--- src/rtl/stdp_weight_update.sv ---
// STDP plasticity controller for a single synapse.
// Keeps decaying pre/post spike traces, turns spike pairings into weight
// deltas, and drives an external 8-bit adder to update a saturating weight.
`timescale 1ns/1ps
module stdp_weight_update #(
  parameter logic [3:0] TRACE_MAX = 4'd15,
  parameter logic [7:0] W_RESET   = 8'd128
) (
  input  logic       clk,
  input  logic       rst_n,
  input  logic       pre_spike,
  input  logic       post_spike,
  input  logic       learn_en,
  input  logic       w_load,
  input  logic [7:0] w_init,
  output logic [7:0] add_a,
  output logic [7:0] add_b,
  output logic       add_cin,
  input  logic [7:0] add_sum,
  input  logic       add_cout,
  output logic [7:0] weight,
  output logic       w_upd,
  output logic       busy,
  output logic [3:0] drop_cnt
);

  typedef enum logic {IDLE, UPDATE} state_e;

  state_e      state_q, state_d;
  logic [3:0]  preTrace_q, preTrace_d;
  logic [3:0]  postTrace_q, postTrace_d;
  logic [7:0]  weight_q, weight_d;
  logic        op_q, op_d;
  logic [3:0]  delta_q, delta_d;
  logic        pendValid_q, pendValid_d;
  logic        wUpd_q, wUpd_d;
  logic [3:0]  dropCnt_q, dropCnt_d;

  logic        ltpEv;
  logic        ltdEv;
  logic        evValid;
  logic [3:0]  evDelta;
  logic [7:0]  satResult;

  // Events are qualified on the trace values from before this edge's reload/decay.
  assign ltpEv   = learn_en & post_spike & ~pre_spike & (preTrace_q != 4'd0);
  assign ltdEv   = learn_en & pre_spike & ~post_spike & (postTrace_q != 4'd0);
  assign evValid = ltpEv | ltdEv;
  assign evDelta = ltdEv ? postTrace_q : preTrace_q;

  // Depression saturates at 0 on borrow (no carry out), potentiation at 255 on carry.
  assign satResult = op_q ? (add_cout ? add_sum : 8'd0)
                          : (add_cout ? 8'hFF : add_sum);

  assign weight   = weight_q;
  assign w_upd    = wUpd_q;
  assign busy     = (state_q == UPDATE);
  assign drop_cnt = dropCnt_q;

  // Traces reload on their own spike and otherwise decay toward zero, free of the FSM.
  always_comb begin
    preTrace_d  = preTrace_q;
    postTrace_d = postTrace_q;
    if (pre_spike)                preTrace_d  = TRACE_MAX;
    else if (preTrace_q != 4'd0)  preTrace_d  = preTrace_q - 4'd1;
    if (post_spike)               postTrace_d = TRACE_MAX;
    else if (postTrace_q != 4'd0) postTrace_d = postTrace_q - 4'd1;
  end

  // Adder operands are only presented during UPDATE; LTD uses ~delta + 1 to subtract.
  always_comb begin
    add_a   = 8'd0;
    add_b   = 8'd0;
    add_cin = 1'b0;
    if (state_q == UPDATE) begin
      add_a   = weight_q;
      add_b   = op_q ? ~{4'd0, delta_q} : {4'd0, delta_q};
      add_cin = op_q;
    end
  end

  // Next-state logic; a queued event loads straight into op/delta for the following
  // UPDATE and pendValid keeps the one-deep slot occupied until that UPDATE closes.
  always_comb begin
    state_d     = state_q;
    weight_d    = weight_q;
    op_d        = op_q;
    delta_d     = delta_q;
    pendValid_d = pendValid_q;
    wUpd_d      = 1'b0;
    dropCnt_d   = dropCnt_q;
    if (w_load) begin
      weight_d    = w_init;
      state_d     = IDLE;
      pendValid_d = 1'b0;
    end else begin
      case (state_q)
        IDLE: begin
          pendValid_d = 1'b0;
          if (evValid) begin
            state_d = UPDATE;
            op_d    = ltdEv;
            delta_d = evDelta;
          end
        end
        UPDATE: begin
          weight_d = satResult;
          wUpd_d   = 1'b1;
          if (pendValid_q) begin
            pendValid_d = 1'b0;
            state_d     = IDLE;
            if (evValid && (dropCnt_q != 4'hF)) dropCnt_d = dropCnt_q + 4'd1;
          end else if (evValid) begin
            pendValid_d = 1'b1;
            state_d     = UPDATE;
            op_d        = ltdEv;
            delta_d     = evDelta;
          end else begin
            state_d = IDLE;
          end
        end
        default: state_d = IDLE;
      endcase
    end
  end

  // State registers; reset abandons any in-flight update without writing the weight.
  always_ff @(posedge clk or negedge rst_n) begin
    if (!rst_n) begin
      state_q     <= IDLE;
      preTrace_q  <= 4'd0;
      postTrace_q <= 4'd0;
      weight_q    <= W_RESET;
      op_q        <= 1'b0;
      delta_q     <= 4'd0;
      pendValid_q <= 1'b0;
      wUpd_q      <= 1'b0;
      dropCnt_q   <= 4'd0;
    end else begin
      state_q     <= state_d;
      preTrace_q  <= preTrace_d;
      postTrace_q <= postTrace_d;
      weight_q    <= weight_d;
      op_q        <= op_d;
      delta_q     <= delta_d;
      pendValid_q <= pendValid_d;
      wUpd_q      <= wUpd_d;
      dropCnt_q   <= dropCnt_d;
    end
  end

endmodule

--- config.mk ---
export PLATFORM = sky130hd
export DESIGN_NAME = stdp_weight_update
export DESIGN_NICKNAME = d
export VERILOG_FILES = /design/src/rtl/stdp_weight_update.sv
export SDC_FILE = /design/constraint.sdc
export NUM_CORES = 1
export LEC_CHECK = 0
export ABC_CLOCK_PERIOD_IN_PS = 2200
export BUFFER_PORTS_ARGS = -buffer_cell sky130_fd_sc_hd__buf_2
export CORE_UTILIZATION = 50
export CTS_CLUSTER_SIZE = 8
export DETAILED_ROUTE_END_ITERATION = 8
export PLACE_DENSITY_LB_ADDON = 0.1
export SYNTH_ARGS = -nofsm -noshare
export SYNTH_HDL_FRONTEND = slang
export SYNTH_SLANG_ARGS = --single-unit
--- constraint.sdc ---
create_clock -name clk -period 2.2 [get_ports clk]
set_input_delay 0.22 -clock clk [delete_from_list [all_inputs] [get_ports clk]]
set_output_delay 0.22 -clock clk [all_outputs]
set_load 0.02 [all_outputs]
## Word level (Yosys, flattened, before mapping)

Cells that the tools add are included.

- Register bits: 28
- Input port bits: 23
- Output and inout bits: 31
- Logic and storage cells: 62

- $add $sub $neg: 3
- Equality and inequality tests: 2
- Multiplexer cells: 28
- Bitwise gates (word level): 12
- Reduce and logical (&&, ||, !) cells: 8

Operators with widths:

| operator | count |
|---|---|
| two-way mux 8 bit | 8 |
| two-way mux 4 bit | 7 |
| two-way mux 1 bit | 9 |
| NOT 4 -> 8 bit | 1 |
| case mux 4 bit (2 select lines) | 1 |
| nonzero test 4 bit | 2 |
| subtractor 4 x 1 -> 4 bit (second input constant) | 2 |
| bitwise AND 1 bit | 6 |
| case mux 1 bit (2 select lines) | 3 |
| nonzero test 2 bit | 3 |
| adder 4 x 1 -> 4 bit (second input constant) | 1 |
| != test 4 bit (second input constant) | 1 |
| NOT 1 bit | 4 |
| AND reduction 4 bit | 1 |
| != test 2 bit (second input constant) | 1 |
| AND reduction 2 bit | 1 |
| logical AND 1 bit | 1 |
| OR 1 bit | 1 |

## Longest topological paths before layout

Gate-level depths: netlist (run 1).

- Word-level depth: 8
- Gate-level depth with buffers: 7
- Mapped depth without buffers: 6

## Worst setup path after synthesis (run 1)

OpenSTA, ideal clock, no wires.

- Path type: reg2out
- Start point: register state_q (netlist: busy)
- End point: output port add_b[4]
- Arrival: 1514 ps
- Data required time: 1980 ps
- Path slack: 466 ps
- Stages on the path, launching flop included: 5
- Cell sequence: dfrtp_1 clkbuf_1 buf_2 and2_1 buf_4

- Word-level cells in the longest chain between the ends: 1

RTL lines:

| element | RTL line | text |
|---|---|---|
| start: declaration | 29 | `state_e state_q, state_d;` |
| start signal: assignment | 140 | `state_q <= state_d;` |
| two-way mux 8 bit | 75 | `if (state_q == UPDATE) begin` |
| end: declaration | 17 | `output logic [7:0] add_b,` |

No other way between the ends.

## Final worst setup path (run 1)

- Start point: register postTrace_q[0]
- End point: register dropCnt_q[1] (netlist: drop_cnt[1])

- Word-level cells in the longest chain between the ends: 5

RTL lines:

| element | RTL line | text |
|---|---|---|
| start: declaration | 31 | `logic [3:0] postTrace_q, postTrace_d;` |
| start signal: assignment | 142 | `postTrace_q <= postTrace_d;` |
| nonzero test 4 bit | 47 | `assign ltdEv = learn_en & pre_spike & ~post_spike & (postTrace_q != 4'd0);` |
| bitwise AND 1 bit | 47 |  |
| OR 1 bit | 48 | `assign evValid = ltpEv \| ltdEv;` |
| logical AND 1 bit | 112 | `if (evValid && (dropCnt_q != 4'hF)) dropCnt_d = dropCnt_q + 4'd1;` |
| AND reduction 4 bit (no line) | -- |  |
| end signal: assignment | 148 | `dropCnt_q <= dropCnt_d;` |
| end: declaration | 37 | `logic [3:0] dropCnt_q, dropCnt_d;` |

No other way between the ends.
A chain may end at the register's enable or synchronous reset.

==> results of run 1 <==
-- power breakdown --
group	switching [W]	leakage (nW)	total [W]	internal [W]
Clock	0.000154	0.0279	0.000338	0.000184
Combinational	0.000143	0.616	0.000258	0.000114
Sequential	0.0000462	0.316	0.000605	0.000559
Total	0.000343	0.960	0.00120	0.000857
-- synth_stat cells, types with 2 or more instances --
library cell | count | area share (%)
dfrtp_1 | 27 | 41
a21oi_1 | 20 | 6.1
inv_1 | 15 | 3.4
and2_1 | 13 | 4.9
nand2_1 | 11 | 2.5
nor2_1 | 11 | 2.5
nor2b_1 | 9 | 3.4
a211oi_1 | 8 | 3.7
xnor2_1 | 5 | 2.7
a211o_1 | 4 | 2.1
a2bb2oi_1 | 4 | 2.1
buf_4 | 4 | 1.8
clkbuf_1 | 4 | 0.91
ha_1 | 4 | 3.0
xor2_1 | 4 | 2.1
buf_2 | 3 | 0.91
nand3_1 | 3 | 0.91
nand3b_1 | 3 | 1.4
o22ai_1 | 3 | 1.1
and3_1 | 2 | 0.76
buf_6 | 2 | 1.4
nand2b_1 | 2 | 0.76
nor3_1 | 2 | 0.61
nor3b_2 | 2 | 1.5
o21ai_1 | 2 | 0.61
or2_1 | 2 | 0.76
or3_1 | 2 | 0.76
-- per-layer routing --
layer	up-vias	GRT usage [%]	wire, um	part of all wire [%]
met5	-	0	0	0
met4	0	7.14	20	0.63
met3	2	2.62	201	6.3
met2	53	36.9	1570	49
met1	627	25.0	1410	44
li1	695	-	-	-
-- registers in the layout, summed over array words and instances (netlist names) --
signal	count
weight	8
delta_q	4
drop_cnt	4
postTrace_q	4
preTrace_q	4
busy	1
op_q	1
pendValid_q	1
w_upd	1
-- critical path: stages (launching register included) --
cell	delay, ns
dfrtp_1	0.42
inv_1	0.09
ha_1	0.22
nor3b_2	0.38
o22ai_2	0.19
nand2_1	0.14
mux2_1	0.33
-- final cells by class --
cell class | instances | area, sq um
flip-flops and latches | 28 | 702
multi-input cells | 123 | 800
repair buffers | 55 | 283
clock buffers | 3 | 22.5
clock inverters | 1 | 30.0
inverters | 15 | 56.3
well taps | 44 | 55.1
fillers | 271 | 1130
-- worst min path at each step --
stage | cells past startpoint | slack (ns) | to | startpoint
final | 3 | 0.06 | weight[7] | w_init[7]
after global routing | 3 | 0.06 | weight[7] | w_init[7]
after CTS | 3 | 0.05 | weight[7] | w_init[7]
after detailed placement | 1 | 0.27 | weight[2] | rst_n
after global placement | 1 | 0.26 | weight[2] | rst_n
after floorplan | 0 | -0.08 | busy | rst_n
-- per-stage QoR --
stage	total power [W]	std cells
after floorplan	0.000792	180
after global placement	0.000866	264
after detailed placement	0.000874	264
after CTS	0.00122	269
after global routing	0.00127	269
final	0.00120	269
-- cells by family after synthesis --
| kind of cell | after synthesis |
|---|---|
| simple gates | 63 |
| compound gates | 46 |
| buf+inv | 29 |
| flops | 28 |
| xor+xnor | 9 |
| fa+ha+maj | 4 |
| mux | 1 |
-- placed cells by master, fill, tap and decap left out, drive strengths merged, types with 3 or more instances in the layout --
cell     count
o21ai        3
inv         15
dfrtp       27
buf         54
a21oi       21
nor2        11
a2bb2oi      4
clkbuf       3
and2        13
xnor2        5
xor2         4
o22ai        4
nand3        3
nor2b       10
nand2       11
nand3b       3
ha           4
a211oi       8
a211o        4
==> key figures, run 1 <==
Status
  – Status: finished, final reports clean

Worst setup path
  – R2R Path End: drop_cnt[1]
  – Reg2Reg Setup Slack: 0.34 ns
  – Crit path from: postTrace_q[0]
  – FF-to-FF path depth: 6
  – Startpoint types: register
  – CP max FO: 5
  – CP Data Required Time: 2.44 ns
  – CP Data Arrival Time: 2.09 ns
  – RR Startpoint: postTrace_q[0]
  – Critical path type: register to register
  – Worst setup path end: drop_cnt[1]
  – CP Capture Type: register

Clock tree
  – Bufs on Longest Clock Path: 2
  – CTS Sinks: 28
  – # Post-CTS Setup Buffers: 0
  – Root buffer cell: clkbuf_4
  – Worst-Skew Late Latency: 0.33 ns
  – Clock transition at path regs: 0.16 ns
  – CTS Buf Count: 3
  – Post-CTS Resized: 0
  – TritonCTS clock tree: done
  – Hold_buf cts: 1
  – CTS HTree Levels: 1

Cells and area
  – # diodes: 0
  – Finished Cell Area: 1950 sq um
  – Area Overhead vs Synth: 18.5%
  – Layout cell share with drive strength beyond 1: 28.4%
  – Layout net count: 253
  – Final core occ: 63.3%

Detailed routing
  – Wirelength per Cell: 11.9 um
  – 1st-iter DRT viols: 61
  – DR DRC count: 0
  – Vias: 1377
  – Router iterations before antenna repair: 4
  – Final ANT Viol Nets: 0
  – Post-Route WL: 3200 um
  – Vias/cell: 5.12

Synthesis
  – #FFs+latches synth: 28
  – Post-synth EDFFs: 0
  – Cell Area, Synth: 1640 sq um
  – Yosys warning total: 0
  – Main combinational cell family by area after synthesis: simple AND/OR/NAND/NOR gates
  – Commonest register cell after synthesis: dfrtp_1
  – Netlist cell types: 36
  – Synth Area in XOR/XNOR: 4.79%
  – Mux cell area share after synthesis: 0.685%
  – Mapped Cells: 180
  – Post-synthesis simple-gate area fraction: 21.4%
  – Synth Net Count: 207
  – Compound-cell area share of the yosys netlist: 18.7%
  – Syn Area/Cell: 9.13 sq um
  – Synthesized-area fraction occupied by adder cells: 3.04%
  – Post-synth ARST share: 100%
  – Sequential area share after synthesis: 42.7%

Die
  – Die Area: 3520 sq um
  – Core area: 3080 sq um
  – Chip height: 59.3 um
  – Ports: 54
  – FP Rows: 20
  – Starting Density: 53.4%
  – Die X-Extent: 59.3 um

Timing
  – Tmin final: 1.86 ns
  – Worst-Margin Slew: 0.611 ns
  – Post-route setup slack: 0.345 ns
  – Achievable frequency: 0.539 GHz
  – Fin crit share: 84.3%
  – Slew HR: 59.3%
  – Final hold slack: 0.0580 ns
  – Final Max Slew Viols: 0
  – Layout Skew: 0.0160 ns
  – Final hold violations: 0
  – Total negative setup slack: 0 ns
  – RSZ-0062 raised after global routing: no
  – Final Setup Violations: 0

GRT
  – First-pass GRT wire length: 5520 um
  – Tot GR Track Use: 20.5%
  – Grt total ovfl: 0
  – Vias in the first global route: 1295
  – Largest net degree at the start of global routing: 33
  – Initial antenna violation count: 0

Run
  – MaxCap Viol Count: 0

Placed design
  – Placer Congestion: 0.838
  – DP Worst Slack: 0.325 ns
  – # port buffers: 53
  – Placed instance area: 1890 sq um
  – Final HPWL DP: 2390 um

Power
  – Leak pwr: 0.960 nW
  – Maximum vdd drop: 0.302 mV
  – Pwr Density: 616 nW/um^2

Hold path
  – Hold Path Class: input port to register
Note: power is estimated with default switching activity, not from simulation.
==> run 2, diff against run 1 <==
ABC_CLOCK_PERIOD_IN_PS = 1800   (was 2200)
clock period = 1.8 ns   (was 2.2 ns; I/O delays follow)
==> run 2 against run 1 <==
Against the previous run: setup slack lost 0.27 ns; core utilization grew 1.2 points; cell count grew 1.9%; worst hold slack lost 0.019 ns; clock power shrank 11%; combinational power grew 27%; via count grew 3.2%; global-route usage shrank 1.8 points; clock skew shrank 0.012 ns; non-clock buffer count grew 5; count of clock-buffer cells in the layout grew 1; critical path depth is the same; largest power group unchanged; highest routed layer unchanged.
==> key figures, run 2 (synthesis results as in run 1) <==
Clock tree
  – CTS Sinks: 28
  – Bufs on Longest Clock Path: 2
  – CTS HTree Levels: 1
  – Worst-Skew Late Latency: 0.32 ns
  – Clock transition at path regs: 0.15 ns
  – Root buffer cell: clkbuf_4
  – CTS Buf Count: 3
  – TritonCTS clock tree: done

Placed design
  – # placed instances: 265
  – Placed instance area: 1890 sq um
  – Placer Congestion: 0.781
  – # port buffers: 53
  – Final HPWL DP: 2390 um

Power
  – Tot Pwr: 0.00136 W
  – Leak pwr: 1.02 nW
  – Sw Pwr: 0.000413 W
  – Sequential Power Share: 54.1%
  – Sw frac: 30.2%
  – Maximum vdd drop: 0.478 mV
  – P_int: 0.000952 W
  – Logic pwr share: 23.9%
  – Pwr Density: 688 nW/um^2
  – Clock network fraction of design power: 22.0%

Worst setup path
  – CP Data Required Time: 2.02 ns
  – RR Startpoint: preTrace_q[0]
  – CP max FO: 4
  – Reg2Reg Setup Slack: 0.07 ns
  – CP Capture Type: register
  – Critical path type: register to register
  – CP Data Arrival Time: 1.94 ns
  – FF-to-FF path depth: 6
  – R2R Path End: drop_cnt[1]
  – Startpoint types: register

Detailed routing
  – DR DRC count: 0
  – Vias: 1421
  – 1st-iter DRT viols: 65
  – Final ANT Viol Nets: 0
  – Post-Route WL: 3290 um
  – Wirelength per Cell: 12.0 um
  – Vias/cell: 5.19
  – Router iterations before antenna repair: 4

Cells and area
  – Layout net count: 258
  – Storage element area: 702 sq um
  – Layout cell share with drive strength beyond 1: 30.4%
  – Max reg flops: 8
  – Final core occ: 64.5%
  – # diodes: 0
  – Fillers: 265
  – Area of the multi-input gates: 815 sq um
  – Commonest non-fill, non-tap cell in the layout: buf_2
  – Most frequent cells in the layout: buf_2, dfrtp_1, a21oi_1
  – Area Overhead vs Synth: 20.7%
  – Fin cells: 274
  – Finished Cell Area: 1980 sq um

Timing
  – Fin crit share: 96.0%
  – Layout Skew: 0.00430 ns
  – Final Max Slew Viols: 0
  – Final Setup Violations: 0
  – Final hold violations: 0
  – Tmin final: 1.73 ns
  – Slew HR: 59.2%
  – Achievable frequency: 0.578 GHz
  – Worst-Margin Slew: 0.612 ns
  – RSZ-0062 raised after global routing: no
  – Total negative setup slack: 0 ns

Die
  – Ports: 54
  – Starting Density: 53.4%
  – Die X-Extent: 59.3 um
  – Die Area: 3520 sq um
  – Chip height: 59.3 um
  – Core area: 3080 sq um
  – FP Rows: 20

Run
  – MaxCap Viol Count: 0

Hold path
  – Hold Crit Endpoint: weight[7]
  – Hold path start: w_init[7]
  – Hold Path Class: input port to register
  – Hold Path Depth: 3

GRT
  – Grt total ovfl: 0
  – Initial antenna violation count: 0
  – Tot GR Track Use: 18.8%
  – First-pass GRT wire length: 5110 um
  – Largest net degree at the start of global routing: 33
  – Vias in the first global route: 1182

Status
  – Status: finished, final reports clean
-- run 2: cell types whose count changed in the layout (fill, tap and decap cells not counted), sizes merged --
cell,delta
bufinv,-1
buf,+5
clkbuf,+1
-- run 2: area by class of cell --
type	count	area share, %
clock buffers	4	1.83
well taps	44	2.77
inverters	15	2.84
multi-input cells	123	41.0
repair buffers	60	16.1
flip-flops and latches	28	35.4
-- run 2: per-stage QoR --
stage / hold WS, ns / worst slack (ns)
2_1_floorplan: -0.116 / 0.106
3_3_place_gp: 0.227 / 0.112
3_5_place_dp: 0.229 / -0.0191
4_1_cts: 0.0303 / 0.0108
5_1_grt: 0.0229 / 0.00768
6_report: 0.0388 / 0.0712
-- run 2: power by group through the flow --
stage	clock network [W]	logic [W]	registers, W
after floorplan	0	0.000213	0.000755
after global placement	0	0.000312	0.000748
after detailed placement	0	0.000319	0.000751
after CTS	0.000314	0.000323	0.000740
after global routing	0.000333	0.000365	0.000747
final	0.000300	0.000327	0.000738
-- run 2: metal layers --
layer | track usage (%) | vias to the layer above | routed length [um]
li1 | - | 701 | -
met1 | 24.6 | 670 | 1460
met2 | 32.9 | 48 | 1610
met3 | 3.06 | 2 | 206
met4 | 3.06 | 0 | 21
met5 | 0 | - | 0
-- run 2: worst max path at each step --
stage	start	to	slack, ns	cells past startpoint
6_report	preTrace_q[0]	drop_cnt[1]	0.07	6
5_1_grt	preTrace_q[0]	drop_cnt[1]	0.008	6
4_1_cts	postTrace_q[0]	drop_cnt[1]	0.01	6
2_1_floorplan	busy	add_b[4]	0.11	4
3_3_place_gp	postTrace_q[0]	drop_cnt[1]	0.11	6
3_5_place_dp	preTrace_q[0]	drop_cnt[1]	-0.02	6
-- run 2: worst max-delay path, cell delays in order, from the launching register on --
cell and delay [ns]:
dfrtp_1 0.42, inv_1 0.13, ha_1 0.21, nor3b_4 0.25
o22ai_2 0.15, nand2_1 0.13, mux2_1 0.33
-- run 2: repair_timing --
action | in CTS | in global routing
hold endpoints to repair | 27 | 0
setup endpoints to repair | 1 | 5
gates resized for setup | 1 | 2
buffers inserted | 0 | 4
hold buffers | 1 | 0
